$ cat config.mk
export PLATFORM = sky130hd
export DESIGN_NAME = audio_recorder
export DESIGN_NICKNAME = d
export VERILOG_FILES = /design/src/rtl/audio_recorder.sv
export SDC_FILE = /design/constraint.sdc
export NUM_CORES = 1
export LEC_CHECK = 0
export ABC_AREA = 1
export CORE_UTILIZATION = 55
export DETAILED_ROUTE_END_ITERATION = 7
export HOLD_SLACK_MARGIN = 0.15
export PLACE_DENSITY = 0.79
export RECOVER_POWER = 25
export SLEW_MARGIN = 20
export SYNTH_ARGS = -nofsm -noshare
export SYNTH_HDL_FRONTEND = slang
export SYNTH_SLANG_ARGS = --single-unit
$ cat constraint.sdc
create_clock -name i_clk -period 2.05 [get_ports i_clk]
set_input_delay 0.3075 -clock i_clk [delete_from_list [all_inputs] [get_ports i_clk]]
set_output_delay 0.3075 -clock i_clk [all_outputs]
set_load 0.03 [all_outputs]
$ cat src/rtl/audio_recorder.sv
// audio_recorder: captures 16-bit I2S samples from the WM8731 ADC serial
// output and issues one SRAM write per sample at incrementing addresses.
//
// Optional feature macro: AUDREC_STEREO_EN
//   undefined : left channel only, LRC rising edges are ignored.
//   defined   : left and right channels are captured and written to
//               consecutive addresses; pause/stop act on frame boundaries.
//
// Timing reference: cycle t is the first bit-clock cycle in which the ADC
// LR clock is seen low after being high. The MSB is on i_data in cycle t+1
// and the LSB in cycle t+16. The write strobe is high in cycle t+17.

module audio_recorder #(
    parameter int                ADDR_W   = 20,
    parameter logic [ADDR_W-1:0] ADDR_MAX = 20'hFFFFF
) (
    input  logic              i_clk,
    input  logic              i_rst_n,
    input  logic              i_lrc,
    input  logic              i_data,
    input  logic              i_start,
    input  logic              i_pause,
    input  logic              i_stop,
    output logic [ADDR_W-1:0] o_address,
    output logic [15:0]       o_data,
    output logic              o_valid,
    output logic [ADDR_W-1:0] o_length,
    output logic              o_finished
);

`ifdef AUDREC_STEREO_EN
    localparam bit STEREO = 1'b1;
`else
    localparam bit STEREO = 1'b0;
`endif

    localparam logic [ADDR_W-1:0] ONE = ADDR_W'(1);

    typedef enum logic [2:0] {
        S_IDLE,
        S_WAIT,
        S_SKIP,
        S_SHIFT,
        S_STORE,
        S_PAUSED,
        S_DONE
    } state_t;

    state_t              state_q;
    logic                lrc_prev_q;
    logic [15:0]         shreg_q;
    logic [3:0]          bit_cnt_q;
    logic                pause_pend_q;
    logic                stop_pend_q;
    logic                chan_q;
    logic                last_q;
    logic [ADDR_W-1:0]   addr_q;
    logic [ADDR_W-1:0]   o_address_q;
    logic [15:0]         o_data_q;
    logic                o_valid_q;
    logic [ADDR_W-1:0]   o_length_q;
    logic                o_finished_q;

    logic                lrc_fall_d;
    logic                lrc_rise_d;
    logic                chan_edge_d;
    logic [15:0]         sample_d;
    logic                frame_end_d;
    logic                wait_pause_d;

    // Edge detection on LRC, the next shifted sample and frame-boundary helpers
    always_comb begin
        lrc_fall_d   = lrc_prev_q & ~i_lrc;
        lrc_rise_d   = ~lrc_prev_q & i_lrc;
        chan_edge_d  = (STEREO && chan_q) ? lrc_rise_d : lrc_fall_d;
        sample_d     = {shreg_q[14:0], i_data};
        frame_end_d  = !STEREO || chan_q;
        wait_pause_d = i_pause && !(STEREO && chan_q);
    end

    // Capture FSM with all outputs registered
    always_ff @(posedge i_clk or negedge i_rst_n) begin
        if (!i_rst_n) begin
            state_q      <= S_IDLE;
            lrc_prev_q   <= 1'b0;
            shreg_q      <= '0;
            bit_cnt_q    <= '0;
            pause_pend_q <= 1'b0;
            stop_pend_q  <= 1'b0;
            chan_q       <= 1'b0;
            last_q       <= 1'b0;
            addr_q       <= '0;
            o_address_q  <= '0;
            o_data_q     <= '0;
            o_valid_q    <= 1'b0;
            o_length_q   <= '0;
            o_finished_q <= 1'b0;
        end else begin
            lrc_prev_q <= i_lrc;
            o_valid_q  <= 1'b0;

            case (state_q)
                S_IDLE, S_DONE: begin
                    if (!i_stop && !i_pause && i_start) begin
                        addr_q       <= '0;
                        o_length_q   <= '0;
                        pause_pend_q <= 1'b0;
                        stop_pend_q  <= 1'b0;
                        chan_q       <= 1'b0;
                        last_q       <= 1'b0;
                        o_finished_q <= 1'b0;
                        state_q      <= S_WAIT;
                    end
                end

                S_WAIT: begin
                    if (i_stop) begin
                        pause_pend_q <= 1'b0;
                        stop_pend_q  <= 1'b0;
                        o_finished_q <= 1'b1;
                        state_q      <= S_DONE;
                    end else if (wait_pause_d) begin
                        pause_pend_q <= 1'b0;
                        state_q      <= S_PAUSED;
                    end else begin
                        if (i_pause) begin
                            pause_pend_q <= 1'b1;
                        end
                        if (chan_edge_d) begin
                            state_q <= S_SKIP;
                        end
                    end
                end

                S_SKIP: begin
                    if (i_stop && !STEREO) begin
                        pause_pend_q <= 1'b0;
                        o_finished_q <= 1'b1;
                        state_q      <= S_DONE;
                    end else begin
                        if (i_stop) begin
                            stop_pend_q <= 1'b1;
                        end
                        if (i_pause) begin
                            pause_pend_q <= 1'b1;
                        end
                        shreg_q   <= sample_d;
                        bit_cnt_q <= 4'd1;
                        state_q   <= S_SHIFT;
                    end
                end

                S_SHIFT: begin
                    if (i_stop && !STEREO) begin
                        pause_pend_q <= 1'b0;
                        o_finished_q <= 1'b1;
                        state_q      <= S_DONE;
                    end else begin
                        if (i_stop) begin
                            stop_pend_q <= 1'b1;
                        end
                        if (i_pause) begin
                            pause_pend_q <= 1'b1;
                        end
                        shreg_q   <= sample_d;
                        bit_cnt_q <= bit_cnt_q + 4'd1;
                        if (bit_cnt_q == 4'd15) begin
                            o_valid_q   <= 1'b1;
                            o_data_q    <= sample_d;
                            o_address_q <= addr_q;
                            o_length_q  <= o_length_q + ONE;
                            last_q      <= (addr_q == ADDR_MAX);
                            if (addr_q != ADDR_MAX) begin
                                addr_q <= addr_q + ONE;
                            end
                            state_q <= S_STORE;
                        end
                    end
                end

                S_STORE: begin
                    chan_q <= STEREO && !chan_q;
                    if (last_q) begin
                        pause_pend_q <= 1'b0;
                        stop_pend_q  <= 1'b0;
                        o_finished_q <= 1'b1;
                        state_q      <= S_DONE;
                    end else if (frame_end_d && (stop_pend_q || (STEREO && i_stop))) begin
                        pause_pend_q <= 1'b0;
                        stop_pend_q  <= 1'b0;
                        o_finished_q <= 1'b1;
                        state_q      <= S_DONE;
                    end else if (frame_end_d && (pause_pend_q || i_pause)) begin
                        pause_pend_q <= 1'b0;
                        state_q      <= S_PAUSED;
                    end else begin
                        if (i_pause) begin
                            pause_pend_q <= 1'b1;
                        end
                        if (STEREO && i_stop) begin
                            stop_pend_q <= 1'b1;
                        end
                        state_q <= S_WAIT;
                    end
                end

                S_PAUSED: begin
                    chan_q <= 1'b0;
                    if (i_stop) begin
                        o_finished_q <= 1'b1;
                        state_q      <= S_DONE;
                    end else if (!i_pause && i_start) begin
                        state_q <= S_WAIT;
                    end
                end

                default: begin
                    state_q <= S_IDLE;
                end
            endcase
        end
    end

    assign o_address  = o_address_q;
    assign o_data     = o_data_q;
    assign o_valid    = o_valid_q;
    assign o_length   = o_length_q;
    assign o_finished = o_finished_q;

endmodule

# [Word-level counts from Yosys, hierarchy flattened]
# Cells that the tools add are included.
[classes] n_addsub=3 eq_ne=21 muxes=45 bitwise_logic=3 n_reduce_logical=24
[ops] operator="two-way mux 20 bit" count=6
[ops] operator="case mux 20 bit (2 select lines)" count=2
[ops] operator="adder 20 x 1 -> 20 bit (second input constant)" count=2
[ops] operator="two-way mux 3 bit" count=12
[ops] operator="equality test 20 bit (second input constant)" count=1
[ops] operator="!= test 20 bit (second input constant)" count=1
[ops] operator="case mux 3 bit (6 select lines)" count=1
[ops] operator="two-way mux 1 bit" count=17
[ops] operator="!= test 2 bit (second input constant)" count=6
[ops] operator="!= test 3 bit (second input constant)" count=4
[ops] operator="AND reduction 3 bit" count=4
[ops] operator="AND reduction 4 bit" count=3
[ops] operator="equality test 3 bit (second input constant)" count=3
[ops] operator="two-way mux 4 bit" count=2
[ops] operator="case mux 4 bit (2 select lines)" count=1
[ops] operator="equality test 3 x 2 -> 1 bit (second input constant)" count=2
[ops] operator="case mux 1 bit (3 select lines)" count=2
[ops] operator="nonzero test 3 bit" count=2
[ops] operator="AND reduction 5 bit" count=1
[ops] operator="adder 4 x 1 -> 4 bit (second input constant)" count=1
[ops] operator="equality test 4 bit (second input constant)" count=1
[ops] operator="!= test 4 bit (second input constant)" count=1
[ops] operator="case mux 1 bit (4 select lines)" count=1
[ops] operator="nonzero test 2 bit" count=2
[ops] operator="13 further kinds" count=18
[word_totals] regBits=104 output_inout_bits=58 wordCells=109

# [Logic depth before layout (Yosys ltp)]
# Gate-level depths: netlist of run 1.
[depth] ltp_word=6 depth_mapped=10 ltp_nobuf=10

# [Worst setup path after synthesis of run 1]
# OpenSTA, ideal clock, no wires.
[synth_path] path_type="register to register" start="register o_length_q[0], in the netlist o_length[0]" end="register o_length_q[12], in the netlist o_length[12]" setup_time_ns=0.120 t_arrival_ns=1.689 path_slack_ns=0.241 path_stages_with_launch=10 n_path_buf=1 path_cell_list="dfrtp_1 -> ha_1 -> clkbuf_1 -> nand3_1 -> inv_1 -> nand2_1 -> nor3_1 -> nand3_1 -> nand2_1 -> nor2_1"
[synth_between] elab_chain_cells=4
[synth_lines] item="from (decl)" line_no="61" text="logic [ADDR_W-1:0] o_length_q;"
[synth_lines] item="from (signal assigned)" line_no="171" text="o_length_q <= o_length_q + ONE;"
[synth_lines] item="adder 20 x 1 -> 20 bit" line_no="171"
[synth_lines] item="two-way mux 20 bit" line_no="167" text="if (bit_cnt_q == 4'd15) begin"
[synth_lines] item="two-way mux 20 bit" line_no="154" text="if (i_stop && !STEREO) begin"
[synth_lines] item="case mux 20 bit (2 select lines)" line_no="102" text="case (state_q)"
# Every way passes these cells. The select of a mux whose other input is x is not followed.
# A chain may end at the register's enable or synchronous reset.

# [Worst setup path after layout of run 1]
[layout_path] start="register o_length_q[0], in the netlist o_length[0]" end="output port o_length[0]"
[layout_lines] item="to (decl)" line_no="27" text="output logic [ADDR_W-1:0] o_length,"
# No word-level cell between the ends.

==> results of run 1 <==
## repair_timing
action | 4_1_cts | 5_1_grt
buffers inserted | 0 | 0
endpoints found under the hold margin | 23 | 0
setup endpoints to repair | 0 | 7
hold buffers | 1 | 0
gates resized for setup | 0 | 3
## cell families after synthesis
group	count (synthesis)	share of synthesized area, %
buffers and inverters	76	6.16
XOR/XNOR	14	2.42
AO/OA/AOI/OAI	98	10.4
adder cells (fa/ha/maj)	3	0.742
AND/OR/NAND/NOR	355	29.3
flip-flops	103	51.0
## path summary, 6_finish.rpt
kind	cells past startpoint	start	slack, ns	to
min in group i_clk	3	i_data	0.50	o_data[0]
max reg2reg	8	addr_q[0]	0.18	addr_q[19]
max	1	o_length[0]	0.13	o_length[0]
min reg2reg	2	o_address[8]	0.50	o_address[8]
min	2	i_rst_n	0.37	o_data[9]
max in group asynchronous	3	i_rst_n	0.40	addr_q[10]
## stage by stage
step	std cells	total power, W	util [%]	instance area (sq um)	setup WS (ns)
2_1_floorplan	649	0.00347	-	5060	0.241
3_3_place_gp	818	0.00385	66.8	5880	0.113
3_5_place_dp	818	0.00390	66.8	5880	0.0413
4_1_cts	835	0.00527	69.4	6110	0.0944
5_1_grt	835	0.00557	69.4	6110	0.0203
6_report	835	0.00530	69.4	6110	0.133
## registers in the layout, summed over array words and instances (netlist names), 3 cells and up
| register | count |
|---|---|
| state_q | 3 |
| o_address | 20 |
| addr_q | 20 |
| bit_cnt_q | 4 |
| o_data | 16 |
| shreg_q | 15 |
| o_length | 20 |
## cell type report
type / count / area [sq um] / share of cell area [%]
well taps: 108 / 135 / 2.21
flip-flops and latches: 103 / 2580 / 42.2
clock inverters: 7 / 95.1 / 1.56
multi-input cells: 470 / 2190 / 35.8
inverters: 57 / 214 / 3.50
repair buffers: 81 / 774 / 12.7
clock buffers: 9 / 124 / 2.03
## power breakdown
group	total (W)	internal [W]	switching [W]	leakage [nW]
clock	0.00137	0.000601	0.000771	0.111
combinational	0.00154	0.000497	0.00104	1.23
sequential	0.00239	0.00222	0.000172	1.42
total	0.00530	0.00332	0.00198	2.75
## routing by layer
layer	track usage (%)	wire length, microns	vias to the layer above
met5	0	0	-
met4	8.39	189	0
met3	4.51	571	25
met2	41.7	5480	142
met1	34.2	5290	2059
li1	-	-	2234
## layout by cell type, fill, tap and decap left out, types with 8 or more instances in the layout
master           instances
nand2_1                237
dfrtp_1                103
o21ai_0                 64
clkdlybuf4s50_1         62
inv_1                   53
nor2_1                  52
nand3_1                 33
nand4_1                 19
buf_4                   14
xor2_1                  12
o21ai_1                 12
clkbuf_8                 9
a21oi_1                  8
==> impl_metrics.yaml, run 1 <==
setup_path:
  cp.arrival_ns: 1.61
  crit_family: "buffers and inverters"
  path_buf_inv: 1
  crit_type: "flop to output pin"
  slowest_stage: "clkdlybuf4s50_1"
  cp-start-kind: "flop"
  max_stage_delay_ns: 0.73
  end_kind: "output pin"
  path_max_fanout: 9
  worstPathRequired_ns: 1.74
  path_cells: "clkdlybuf4s50_1"
synth:
  netlist_area_sq_mm: 0.00506
  yosys_register_bits: 103
  yosysMostFrequentCell: "nand2_1"
  synthesis.nets: 659
  ys_top_cells_by_count: "238 x nand2_1, 103 x dfrtp_1, 64 x o21ai_0"
  ys_warn_count: 0
  synthCells: 649
  async_flop_share_pct: 100
  yosysTopAreaCell: "dfrtp_1"
  ys.flop_type: "dfrtp_1"
  synth_top_area_share_pct: 51.0
  synth_area_leaders: "dfrtp_1 51%, nand2_1 18%, o21ai_0 6.3%"
  ys_seq_area_share_pct: 51.0
  synth_edf_count: 0
  syn_avg_cell_area_sq_um: 7.79
  yosys.cell_types.count: 30
floorplan:
  io-pin-count: 65
  rows: 34
  chipWidth_microns: 97.9
  die_area_sq_mm: 0.00958
  start_util_pct: 57.4
  die_y_microns: 97.9
  core_sq_mm: 0.00881
timing:
  period_minus_slack_ns: 1.92
  max_slew_margin_pct: 29.6
  skew_ns: 0.0190
  fin_crit_sh_pct: 93.5
  setup_tns_ns: 0
  timing.fmax_ghz: 0.522
  finalSetupViolCount: 0
  rsz0062_at_grt: "no"
  worstMarginPinSlew_ns: 1.06
  drv_slew: 0
  report.final.hold_viol_count: 0
  whs_ns: 0.367
outcome:
  failed_checks: "DRC"
  status: "finished, violations left"
power:
  p_leak_nw: 2.75
  powerDensity_mw_per_mm2: 867
  ir_worst_vdd_v: 0.000598
cells_and_area:
  area.growth.synth_to_final_pct: 20.8
  fin_nets: 732
  drive_gt1_share_pct: 6.60
  diodes: 0
  fillers: 717
detailed_routing:
  dr.first_iter.drc_count: 258
  wirelength_microns: 11500
  drcViolationCount: 6
  vias: 4460
  wl_per_cell_microns: 13.8
  drtAntennaViolNets: 0
  dr.pass1.iters: 8
  viasPerCell: 5.34
clock_tree:
  cts_made_buffers: 9
  tritoncts: "yes"
  htreeDepth: 3
  clockBufferDepth: 2
  clock-sinks: 103
  cts_root_buf: "clkbuf_8"
  insertion_delay_ns: 0.37
  clk_pin_slew_ns: 0.11
global_routing:
  gr-total-overflow: 0
  grt_usage_pct: 25.3
  grt_antenna_before_repair: 0
  grt_max_degree: 40
  grt_pass1_vias: 4285
  grt_pass1_wl_microns: 19700
min_path:
  hold_path_class: "primary input to async pin"
placed_design:
  dp_hpwl_microns: 8260
  gp_congestion: 0.903
  portBuffers: 64
flow_run:
  maxCapViolations: 0
(Power assumes the default switching activity.)
==> inputs of run 2 (changes only) <==
--- a/config.mk
+++ b/config.mk
@@ -11,6 +11,7 @@
 export HOLD_SLACK_MARGIN = 0.15
 export PLACE_DENSITY = 0.79
 export RECOVER_POWER = 25
+export REMOVE_ABC_BUFFERS = 1
 export SLEW_MARGIN = 20
 export SYNTH_ARGS = -nofsm -noshare
 export SYNTH_HDL_FRONTEND = slang
==> impl_metrics.yaml, run 2 (synthesis results as in run 1) <==
detailed_routing:
  drtAntennaViolNets: 0
  dr.first_iter.drc_count: 207
  vias: 4461
  wirelength_microns: 11600
  viasPerCell: 5.34
  wl_per_cell_microns: 13.9
  drcViolationCount: 7
  dr.pass1.iters: 7
power:
  p_leak_nw: 2.77
  powerDensity_mw_per_mm2: 875
  ir_worst_vdd_v: 0.000610
setup_path:
  path_buf_inv: 1
  path_max_fanout: 9
  worstPathRequired_ns: 1.74
  crit_family: "buffers and inverters"
  rr_startpoint: "addr_q[0]"
  max_stage_delay_ns: 0.74
  cp.arrival_ns: 1.67
  crit_type: "flop to output pin"
  slowest_stage: "clkdlybuf4s50_1"
  cp-start-kind: "flop"
  end_kind: "output pin"
  startpoint: "o_length[0]"
  path_cells: "clkdlybuf4s50_1"
timing:
  period_minus_slack_ns: 1.98
  max_slew_margin_pct: 43.8
  setup_tns_ns: 0
  rsz0062_at_grt: "no"
  worstMarginPinSlew_ns: 0.842
  fin_crit_sh_pct: 96.5
  timing.fmax_ghz: 0.506
  drv_slew: 0
  report.final.hold_viol_count: 0
  finalSetupViolCount: 0
  skew_ns: 0.0130
outcome:
  status: "finished, violations left"
  failed_checks: "DRC"
global_routing:
  grt_pass1_vias: 4410
  grt_pass1_wl_microns: 20500
  gr-total-overflow: 0
  grt_usage_pct: 26.6
  grt_antenna_before_repair: 0
  grt_max_degree: 39
cells_and_area:
  diodes: 0
  stdcell_area_sq_mm: 0.00612
  drive_gt1_share_pct: 6.73
  layout_common_cells: "237 x nand2_1, 103 x dfrtp_1, 64 x o21ai_0, 62 x clkdlybuf4s50_1, 53 x inv_1"
  layout_commonest_cell: "nand2_1"
  fin_nets: 733
  fillers: 715
  area.growth.synth_to_final_pct: 21.0
flow_run:
  maxCapViolations: 0
min_path:
  min-delay-start: "shreg_q[14]"
  hold_path_class: "flop to flop"
clock_tree:
  post_cts_buffers: 0
  htreeDepth: 3
  insertion_delay_ns: 0.38
  cts_made_buffers: 9
  cts_root_buf: "clkbuf_8"
  clk_pin_slew_ns: 0.12
  clock-sinks: 103
  clockBufferDepth: 2
  tritoncts: "yes"
floorplan:
  io-pin-count: 65
  die_y_microns: 97.9
  core_sq_mm: 0.00881
  die_area_sq_mm: 0.00958
  rows: 34
  start_util_pct: 57.4
  chipWidth_microns: 97.9
placed_design:
  dp_hpwl_microns: 8250
  portBuffers: 64
  gp_congestion: 0.927
  dpl_cell_area_sq_mm: 0.00590
## run 2: power breakdown
part | switching [W] | total, W | leakage, nW | internal [W]
clock | 0.000827 | 0.00145 | 0.116 | 0.000622
sequential | 0.000168 | 0.00239 | 1.42 | 0.00222
combinational | 0.00103 | 0.00152 | 1.23 | 0.000493
total | 0.00202 | 0.00536 | 2.77 | 0.00333
## run 2: cell type report
class	instances	area [sq um]	share of cell area, %
timing repair buffer	82	786	12.8
clock buffer	9	124	2.02
inverter	57	214	3.50
sequential	103	2580	42.1
multi-input combinational	470	2180	35.6
clock inverter	7	105	1.72
tap	108	135	2.21
## run 2: final timing paths
kind | end | slack, ns | depth (start not counted)
max | o_length[0] | 0.07 | 1
min | o_data[15] | 0.48 | 2
max reg2reg | addr_q[19] | 0.22 | 8
min reg2reg | o_data[15] | 0.48 | 2
max in group asynchronous | addr_q[18] | 0.41 | 3
min in group asynchronous | shreg_q[7] | 0.55 | 2
## run 2: what timing repair did
action	4_1_cts	5_1_grt
hold buffers	1	0
resized for setup	0	1
endpoints found under the setup margin	0	3
endpoints found under the hold margin	30	0
## run 2: metal layers
layer	global-route usage, %	part of all wire [%]
met1	36.3	48
met2	44.0	47
met3	3.22	3.2
met4	9.32	1.6
met5	0	0
## run 2: metrics by stage
step                worst slack (ns)  std cells  utilization [%]  power [W]  hold WS (ns)
floorplan                     -0.756        630                -    0.00332        0.0119
finish                        0.0718        836             69.5    0.00536         0.479
global route                  0.0209        836             69.5    0.00566         0.502
CTS                           0.0770        836             69.7    0.00537         0.396
detailed placement             0.134        819             67.0    0.00393         0.295
global placement               0.191        819             67.0    0.00390         0.296
==> inputs of run 3 (changes only) <==
--- a/config.mk
+++ b/config.mk
@@ -6,10 +6,10 @@
 export NUM_CORES = 1
 export LEC_CHECK = 0
 export ABC_AREA = 1
-export CORE_UTILIZATION = 55
+export CORE_UTILIZATION = 40
 export DETAILED_ROUTE_END_ITERATION = 7
 export HOLD_SLACK_MARGIN = 0.15
-export PLACE_DENSITY = 0.79
+export PLACE_DENSITY = 0.61
 export RECOVER_POWER = 25
 export REMOVE_ABC_BUFFERS = 1
 export SLEW_MARGIN = 20
==> impl_metrics.yaml, run 3 (synthesis results as in run 1) <==
clock_tree:
  tritoncts: "yes"
  clk_pin_slew_ns: 0.07
  htreeDepth: 3
  cts_made_buffers: 9
  insertion_delay_ns: 0.35
  clockBufferDepth: 2
  cts_root_buf: "clkbuf_16"
  clock-sinks: 103
cells_and_area:
  fillers: 1185
  fin_nets: 733
  area.growth.synth_to_final_pct: 25.3
  layout_common_cells: "236 x nand2_1, 103 x dfrtp_1, 64 x o21ai_0, 62 x clkdlybuf4s50_1, 53 x inv_1"
  layout_commonest_cell: "nand2_1"
  regArea_sq_mm: 0.00258
  drive_gt1_share_pct: 6.87
  diodes: 0
  multi_input_area_sq_mm: 0.00219
floorplan:
  io-pin-count: 65
  start_util_pct: 41.6
  rows: 40
  die_area_sq_mm: 0.0131
  chipWidth_microns: 114
  die_y_microns: 114
  core_sq_mm: 0.0122
detailed_routing:
  dr.pass1.iters: 4
  vias: 4331
  dr.first_iter.drc_count: 306
  wirelength_microns: 11700
  drtAntennaViolNets: 0
  wl_per_cell_microns: 13.1
  viasPerCell: 4.83
  drcViolationCount: 0
setup_path:
  slowest_stage: "clkdlybuf4s50_1"
  cp-start-kind: "flop"
  worstPathRequired_ns: 1.74
  startpoint: "o_length[0]"
  crit_type: "flop to output pin"
  rr_startpoint: "addr_q[0]"
  crit_family: "buffers and inverters"
  path_max_fanout: 9
  max_stage_delay_ns: 0.73
  path_cells: "clkdlybuf4s50_1"
  end_kind: "output pin"
  path_buf_inv: 1
  cp.arrival_ns: 1.58
timing:
  max_slew_margin_pct: 29.4
  period_minus_slack_ns: 1.89
  report.final.hold_viol_count: 0
  fin_ws_ns: 0.162
  fin_crit_sh_pct: 92.1
  worstMarginPinSlew_ns: 1.06
  drv_slew: 0
  skew_ns: 0.00922
  finalSetupViolCount: 0
  rsz0062_at_grt: "no"
  timing.fmax_ghz: 0.530
  setup_tns_ns: 0
global_routing:
  top_usage_layer: "met2"
  use_met1_pct: 25.2
  grt_max_degree: 39
  use_met2_pct: 33.1
  use_met3_pct: 4.82
  grt_pass1_vias: 4149
  grt_antenna_before_repair: 0
  grt_pass1_wl_microns: 20100
  gr-total-overflow: 0
  grt_usage_pct: 19.5
placed_design:
  gp_congestion: 0.888
  dp_hpwl_microns: 8410
  pre_cts_slack_ns: 0.0390
  portBuffers: 64
power:
  sw_frac_of_total_pct: 34.8
  seqPwrFrac_pct: 41.6
  ir_worst_vdd_v: 0.000651
  powerDensity_mw_per_mm2: 907
  clock_power_share_pct: 31.6
  p_leak_nw: 2.82
  p_int_w: 0.00375
  combinationalPowerShare_pct: 26.9
  p_sw_w: 0.00200
outcome:
  status: "completed"
flow_run:
  maxCapViolations: 0
min_path:
  min-delay-start: "o_address[2]"
  hold_path_class: "flop to flop"
-- run 3: cell count changes in the layout (fill, tap and decap cells not counted), sizes merged --
cell	delta
buf	+2
inv	-2
clkbuf	-1
clkinv	+1
-- run 3: path summary, 6_finish.rpt --
check	endpoint	slack [ns]	depth (start not counted)
setup / recovery	o_length[0]	0.16	1
hold / removal	o_address[2]	0.48	2
setup reg to reg	addr_q[9]	0.25	10
hold reg to reg	o_address[2]	0.48	2
max in group asynchronous	addr_q[15]	0.62	3
min in group asynchronous	o_length[17]	0.69	2
-- run 3: timing repair --
item	in CTS	in global routing
buffers inserted	0	0
endpoints found under the setup margin	0	3
endpoints found under the hold margin	36	0
hold buffers	1	0
gates resized for setup	0	3
-- run 3: final cells by class --
class / instances / share of cell area [%]
inverters: 57 / 3.38
multi-input cells: 470 / 34.5
well taps: 168 / 3.32
clock inverters: 6 / 1.32
clock buffers: 10 / 3.77
repair buffers: 82 / 13.0
flip-flops and latches: 103 / 40.7
-- run 3: worst min-delay path, delay by kind of cell (launching register included) --
| family | cells | cell delay (ns) |
|---|---|---|
| and+or+nand+nor | 2 | 0.10 |
| DFF | 1 | 0.35 |
-- run 3: power by group through the flow --
| stage | Clock (W) | Combinational [W] | Sequential [W] |
|---|---|---|---|
| after floorplan | 0 | 0.000884 | 0.00244 |
| after global placement | 0 | 0.00152 | 0.00243 |
| after detailed placement | 0 | 0.00153 | 0.00242 |
| after CTS | 0.00188 | 0.00154 | 0.00239 |
| after global routing | 0.00196 | 0.00173 | 0.00242 |
| final | 0.00181 | 0.00154 | 0.00239 |
-- run 3: stage by stage --
stage	power (W)	hold slack, ns	area (sq um)	instances	utilization (%)
global route	0.00611	0.515	6330	896	52.1
floorplan	0.00332	0.0119	4960	630	-
finish	0.00574	0.485	6330	896	52.1
global placement	0.00394	0.327	5990	879	49.2
CTS	0.00580	0.421	6320	896	52.0
detailed placement	0.00396	0.332	5990	879	49.2
-- run 3: layer usage --
layer / vias up / wire length [microns]
li1: 2226 / -
met1: 2030 / 5470
met2: 73 / 5810
met3: 2 / 424
met4: 0 / 42
met5: - / 0
